[src/rtl/alu_arbiter.sv]
// Round-robin arbiter sharing one combinational 8-bit ALU between two requesters.
// Optional macro ALU_ARB_STICKY_EN adds per-requester sticky overflow/carry flags.
module alu_arbiter #(
  parameter int DATA_W = 8,
  parameter int OPC_W  = 5,
  parameter int SEL_W  = 2
) (
  input  logic              clk,
  input  logic              rst,
  input  logic              r0_req,
  input  logic [DATA_W-1:0] r0_a,
  input  logic [DATA_W-1:0] r0_b,
  input  logic [SEL_W-1:0]  r0_sel,
  input  logic [OPC_W-1:0]  r0_opcode,
  input  logic              r0_cin,
  output logic              r0_gnt,
  output logic              r0_done,
  input  logic              r1_req,
  input  logic [DATA_W-1:0] r1_a,
  input  logic [DATA_W-1:0] r1_b,
  input  logic [SEL_W-1:0]  r1_sel,
  input  logic [OPC_W-1:0]  r1_opcode,
  input  logic              r1_cin,
  output logic              r1_gnt,
  output logic              r1_done,
  output logic [DATA_W-1:0] res_data,
  output logic              res_cout,
  output logic              res_ovf,
  output logic              busy,
  output logic [DATA_W-1:0] alu_a,
  output logic [DATA_W-1:0] alu_b,
  output logic [SEL_W-1:0]  alu_sel,
  output logic [OPC_W-1:0]  alu_opcode,
  output logic              alu_cin,
  input  logic [DATA_W-1:0] alu_out,
  input  logic              alu_cout,
  input  logic              alu_ovf,
`ifdef ALU_ARB_STICKY_EN
  input  logic              sticky_clr,
  output logic              r0_ovf_sticky,
  output logic              r1_ovf_sticky,
  output logic              r0_cout_sticky,
  output logic              r1_cout_sticky,
`endif
  output logic [1:0]        state_dbg
);

  // Handshake: a requester holds req and operands stable until its gnt pulse;
  // the operation is latched on that edge, and done pulses one cycle after gnt
  // with res_* valid. A req still high once the arbiter is back in IDLE is a
  // new request.

  typedef enum logic [1:0] {
    IDLE = 2'd0,
    EXEC = 2'd1,
    DONE = 2'd2
  } state_t;

  state_t state;
  logic   ptr;    // requester favoured on a tie (0 = r0, 1 = r1)
  logic   owner;  // requester whose operation is in flight
  logic   win;

  assign state_dbg = state;

  always_comb begin
    win = r1_req;
    if (r0_req && r1_req) win = ptr;
  end

  always_ff @(posedge clk or posedge rst) begin
    if (rst) begin
      state      <= IDLE;
      ptr        <= 1'b0;
      owner      <= 1'b0;
      r0_gnt     <= 1'b0;
      r1_gnt     <= 1'b0;
      r0_done    <= 1'b0;
      r1_done    <= 1'b0;
      res_data   <= '0;
      res_cout   <= 1'b0;
      res_ovf    <= 1'b0;
      busy       <= 1'b0;
      alu_a      <= '0;
      alu_b      <= '0;
      alu_sel    <= '0;
      alu_opcode <= '0;
      alu_cin    <= 1'b0;
    end else begin
      r0_gnt <= 1'b0;
      r1_gnt <= 1'b0;
      case (state)
        IDLE: begin
          if (r0_req || r1_req) begin
            owner      <= win;
            ptr        <= ~win;
            r0_gnt     <= ~win;
            r1_gnt     <= win;
            alu_a      <= win ? r1_a      : r0_a;
            alu_b      <= win ? r1_b      : r0_b;
            alu_sel    <= win ? r1_sel    : r0_sel;
            alu_opcode <= win ? r1_opcode : r0_opcode;
            alu_cin    <= win ? r1_cin    : r0_cin;
            busy       <= 1'b1;
            state      <= EXEC;
          end
        end
        EXEC: begin
          res_data <= alu_out;
          res_cout <= alu_cout;
          res_ovf  <= alu_ovf;
          r0_done  <= ~owner;
          r1_done  <= owner;
          state    <= DONE;
        end
        DONE: begin
          r0_done <= 1'b0;
          r1_done <= 1'b0;
          busy    <= 1'b0;
          state   <= IDLE;
        end
        default: state <= IDLE;
      endcase
    end
  end

`ifdef ALU_ARB_STICKY_EN
  // Clear is written first so a same-edge set overrides it.
  always_ff @(posedge clk or posedge rst) begin
    if (rst) begin
      r0_ovf_sticky  <= 1'b0;
      r1_ovf_sticky  <= 1'b0;
      r0_cout_sticky <= 1'b0;
      r1_cout_sticky <= 1'b0;
    end else begin
      if (sticky_clr) begin
        r0_ovf_sticky  <= 1'b0;
        r1_ovf_sticky  <= 1'b0;
        r0_cout_sticky <= 1'b0;
        r1_cout_sticky <= 1'b0;
      end
      if (state == EXEC) begin
        if (alu_ovf  && !owner) r0_ovf_sticky  <= 1'b1;
        if (alu_ovf  &&  owner) r1_ovf_sticky  <= 1'b1;
        if (alu_cout && !owner) r0_cout_sticky <= 1'b1;
        if (alu_cout &&  owner) r1_cout_sticky <= 1'b1;
      end
    end
  end
`endif

endmodule

[config.mk]
export PLATFORM = sky130hd
export DESIGN_NAME = alu_arbiter
export DESIGN_NICKNAME = d
export VERILOG_FILES = /design/src/rtl/alu_arbiter.sv
export SDC_FILE = /design/constraint.sdc
export NUM_CORES = 1
export LEC_CHECK = 0
export CORE_ASPECT_RATIO = 1.5
export CORE_MARGIN = 4
export CORE_UTILIZATION = 40
export DETAILED_ROUTE_END_ITERATION = 12
export GPL_ROUTABILITY_DRIVEN = 0
export PLACE_DENSITY = 0.81
export SETUP_SLACK_MARGIN = 0.15
export SLEW_MARGIN = 20
export SYNTH_ARGS = -nofsm -noshare
export SYNTH_HDL_FRONTEND = slang
export SYNTH_SLANG_ARGS = --single-unit
[constraint.sdc]
create_clock -name clk -period 4 [get_ports clk]
set_input_delay 0.6 -clock clk [delete_from_list [all_inputs] [get_ports clk]]
set_output_delay 0.6 -clock clk [all_outputs]
set_load 0.05 [all_outputs]
# Yosys cells after proc, flatten, opt, wreduce, memory -nomap -nowiden
# Cells that the tools add are included.
[totals]
regBits = 43
latchBits = 0
ramBits = 0
romBits = 0
input_bits = 62
wordCells = 44
memories = 0
[op_classes]
add_sub_neg = 0
multipliers = 0
div_mod_pow = 0
n_lt_le_gt_ge = 0
n_eq_ne = 3
n_shift = 0
mux = 16
bitwise_logic = 2
reduce_logical = 7
[ops]
columns = ["cell", "n"]
rows = [
  ["2-to-1 mux 8 bit", 2],
  ["2-to-1 mux 1 bit", 7],
  ["one-hot mux 1 bit (2 select lines)", 3],
  ["2-to-1 mux 5 bit", 1],
  ["2-to-1 mux 2 bit", 2],
  ["one-hot mux 2 bit (2 select lines)", 1],
  ["AND reduction 2 bit", 2],
  ["nonzero test 2 bit", 2],
  ["equality test 2 x 1 -> 1 bit, second input constant", 1],
  ["equality test 2 bit, second input constant", 1],
  ["logical NOT 2 bit", 1],
  ["inequality test 2 bit, second input constant", 1],
  ["NOT 1 bit", 2],
  ["logical AND 1 bit", 1],
  ["logical OR 1 bit", 1],
]

# Depth between registers and ports, before layout
[depth]
word_depth = 5
mapped_depth = 6
depth_no_buf = 5

# Worst setup path after synthesis
# No wires, ideal clock.
[synth_timing]
path_type = "register to register"
start = "register state[1] (netlist: state_dbg[1])"
end = "register state[1] (netlist: state_dbg[1])"
setup_ns = 0.128
arrival_ns = 1.545
required_time_ns = 3.872
slack_ns = 2.327
path_stages_with_launch = 6
synth_period_minus_slack_ns = 1.673
path_cell_list = "dfrtp_1 inv_1 ha_1 or3b_1 nand2_1 o21ai_0"
[synth_between]
elab_chain_cells = 2
[synth_lines]
columns = ["item", "line_no", "text"]
rows = [
  ["start, declared", "59", "state_t state;"],
  ["start signal, assigned", "73", "state <= IDLE;"],
  ["start signal, assigned", "105", "state <= EXEC;"],
  ["start signal, assigned", "114", "state <= DONE;"],
  ["equality test 2 x 1 -> 1 bit / logical NOT 2 bit (equally long branches)", "92", "case (state)"],
  ["one-hot mux 2 bit (2 select lines) / inequality test 2 bit (equally long branches)", "--", ""],
]
# Several ways; a longest one is shown, not always the timed one.
# A chain may end at the register's enable or synchronous reset.

# Worst setup path in the final report
[layout_timing]
start = "input r0_req"
end = "register owner"
[layout_between]
elab_chain_cells = 2
[layout_lines]
columns = ["item", "line_no", "text"]
rows = [
  ["start, declared", "10", "input logic r0_req,"],
  ["logical AND 1 bit / logical OR 1 bit (equally long branches)", "68, 94", ""],
  ["2-to-1 mux 1 bit / AND reduction 2 bit (equally long branches)", "--", ""],
  ["end signal, assigned", "95", "owner <= win;"],
  ["end, declared", "61", "logic owner;"],
]
# Several ways; a longest one is shown, not always the timed one.

==> impl_metrics.py <==
metrics = {
    "logic_synthesis": {
        "synth_area_sq_mm": 0.00198,
        "synth_top_family_by_area": "compound AO/OA/AOI/OAI gates",
        "ys_ff_latch": 43,
        "synthSimpleGateAreaFrac": 0.0709,
        "ys_top_cells_by_count": "dfrtp_1, a21oi_1, a31oi_1, nor2_1, o21ai_0",
        "yosys-top-cells-area": "dfrtp_1, a31oi_1, a21oi_1, mux2_2, o21ai_0",
        "synth_warnings": 0,
        "syn_inst": 192,
        "ys_types": 26,
        "synthesis.nets": 258,
        "synth_xor_area_frac": 0,
        "synth_edf_count": 0,
        "synth.most_common_cell": "dfrtp_1",
        "synth.mux.area_fraction": 0.0627,
        "seq_area_frac_synth": 0.544,
        "synth_area_per_cell_sq_um": 10.3,
        "ys_async_sr_fraction": 1.00,
        "synth_compound_area_frac": 0.235,
        "synth-adder-area-share": 0.0253,
        "yosys.area.top_type": "dfrtp_1",
        "synth_top_area_frac": 0.544,
        "synth-main-ff-cell": "dfrtp_1",
    },
    "routing": {
        "first_pass_iters": 4,
        "via_per_inst": 5.32,
        "routed_wl_mm": 5.78,
        "antenna_left": 0,
        "vias": 1888,
        "drc": 0,
        "wire_per_inst_um": 16.3,
        "dr.first_iter.drc_count": 83,
    },
    "cts": {
        "cts_resized": 0,
        "ctsHoldBuffers": 0,
        "root_buffer": "clkbuf_8",
        "cts_tree": "built",
        "clkLatencyLatePin_ps": 290,
        "clk_pin_slew_ps": 80,
        "cts.sinks": 43,
        "cts_buffers": 5,
        "post-cts-setup-buffer-count": 0,
        "clockBufferDepth": 2,
        "cts-htree-levels": 2,
    },
    "power_and_ir_drop": {
        "power_mw": 2.82,
        "p_leak_nw": 1.22,
        "ir_drop_uv": 386,
        "p_per_area_mw_per_mm2": 916,
    },
    "placement": {
        "portBuffers": 102,
        "place_hpwl_mm": 4.09,
        "postPlaceCellArea_sq_mm": 0.00299,
    },
    "sta": {
        "tns_ps": 0,
        "finalSetupViolations": 0,
        "max-slew-margin-rel": 0.332,
        "min_period_ps": 2250,
        "post-route-period-util": 0.563,
        "grt_setup_unrepaired": "no",
        "fmax_mhz": 444,
        "clock_skew_ps": 6.29,
        "tightest_slew_ps": 1000,
        "report.final.slew_viol_count": 0,
        "finalHoldViolCount": 0,
    },
    "job": {
        "cap_viol_max_count": 0,
    },
    "final_layout": {
        "nFillCells": 407,
        "final_area_sq_mm": 0.00308,
        "final_util": 0.640,
        "diodes": 0,
        "synthToLayoutAreaGrowth_pct": 55.7,
        "layout.nets": 354,
        "multi_input_area_sq_um": 779,
        "layout-drive-gt1-share": 0.0761,
        "final-seq-area_sq_mm": 0.00108,
    },
    "grt": {
        "grt_antenna_before_repair": 0,
        "grt_pass1_wl_mm": 8.89,
        "grt_pass1_vias": 1805,
        "grt_max_degree": 44,
        "grt.total_usage": 0.184,
        "overflow": 0,
    },
    "worst_setup_path": {
        "critPathKind": "in -> reg",
        "arrival_ps": 2440,
        "crit_chain": "clkdlybuf4s50_1, nand2b_1, and3_1, a21o_1",
        "worstPathRequired_ps": 4190,
        "cp-start-kind": "primary input",
        "critPathSlowestCell": "clkdlybuf4s50_1",
        "crit_fanout": 26,
        "slowest_delay_ps": 640,
        "endpoint_kind": "register",
    },
    "die": {
        "ios": 103,
        "initial_core_util": 0.411,
        "chipHeight_um": 94.1,
        "floorplan.die.width_um": 65.4,
        "rows": 31,
        "coreArea_sq_mm": 0.00481,
        "dieArea_sq_mm": 0.00615,
    },
    "min_path": {
        "hold_class": "reg -> reg",
    },
    "status": {
        "outcome": "finished clean",
    },
}
[routing by layer]
| metal | up-vias | routed length [um] | track usage |
|---|---|---|---|
| li1 | 879 | - | - |
| met1 | 905 | 2320 | 0.241 |
| met2 | 94 | 2800 | 0.292 |
| met3 | 10 | 561 | 0.0479 |
| met4 | 0 | 90 | 0.0623 |
| met5 | - | 0 | 0 |
[logic make-up (layout without fill, tap and decap cells)]
group / Yosys count / count (layout)
AND/OR/NAND/NOR: 32 / 32
multiplexers: 11 / 11
buffers and inverters: 20 / 117
flip-flops: 43 / 43
adder cells (fa/ha/maj): 4 / 4
AO/OA/AOI/OAI: 82 / 82
[critical path: cells and delay by family]
kind | cells | cell delay [ps]
compound gates | 1 | 150
buf+inv | 1 | 640
simple gates | 2 | 1050
[sequential cells by signal, indices dropped and copies added, names as in the netlist]
signal,flops
ptr,1
r1_gnt,1
state_dbg,2
busy,1
res_cout,1
r0_gnt,1
res_ovf,1
alu_a,8
r1_done,1
alu_sel,2
owner,1
alu_opcode,5
r0_done,1
alu_cin,1
alu_b,8
res_data,8
[report_power, final]
part           internal (mW)  total, mW  switching (mW)
clock network          0.122      0.270           0.148
registers              0.653      0.775           0.122
logic                  0.627       1.78            1.15
total                   1.40       2.82            1.42
[placed cells by master (no fill, tap or decap), drive strengths merged]
cell type,n
a21o,1
clkbuf,6
o31a,1
ha,4
a21oi,26
o2bb2ai,1
and2b,1
nand2,2
and3,1
clkinv,2
buf,2
nand3b,1
inv,4
nor2,25
o21a,1
o21ai,27
nand2b,1
a31oi,25
mux2,11
dfrtp,43
clkdlybuf4s50,102
clkinvlp,1
or3b,1
[cell type report]
cell class                 instances  share of cell area
tap                               66              0.0268
timing repair buffer             104               0.337
multi-input combinational        129               0.253
sequential                        43               0.350
inverter                           5             0.00610
clock inverter                     2             0.00407
clock buffer                       6              0.0236
[path summary, 6_finish.rpt]
kind | startpoint | endpoint | slack [ps] | cells past startpoint
worst min register to register | ptr | ptr | 490 | 1
worst min-delay path | ptr | ptr | 490 | 1
worst max-delay path | r0_req | owner | 1750 | 4
min in group asynchronous | rst | res_ovf | 740 | 3
max in group asynchronous | rst | ptr | 2890 | 3
worst max register to register | state_dbg[1] | alu_a[6] | 2020 | 5
[metrics by stage]
| step | hold WS (ps) | setup slack (ps) | cells |
|---|---|---|---|
| after global placement | 474 | 1460 | 347 |
| after detailed placement | 482 | 1450 | 347 |
| after floorplan | 455 | 2330 | 192 |
| after global routing | 503 | 1630 | 355 |
| after CTS | 491 | 1740 | 355 |
| final | 493 | 1750 | 355 |
(Power assumes the default switching activity.)
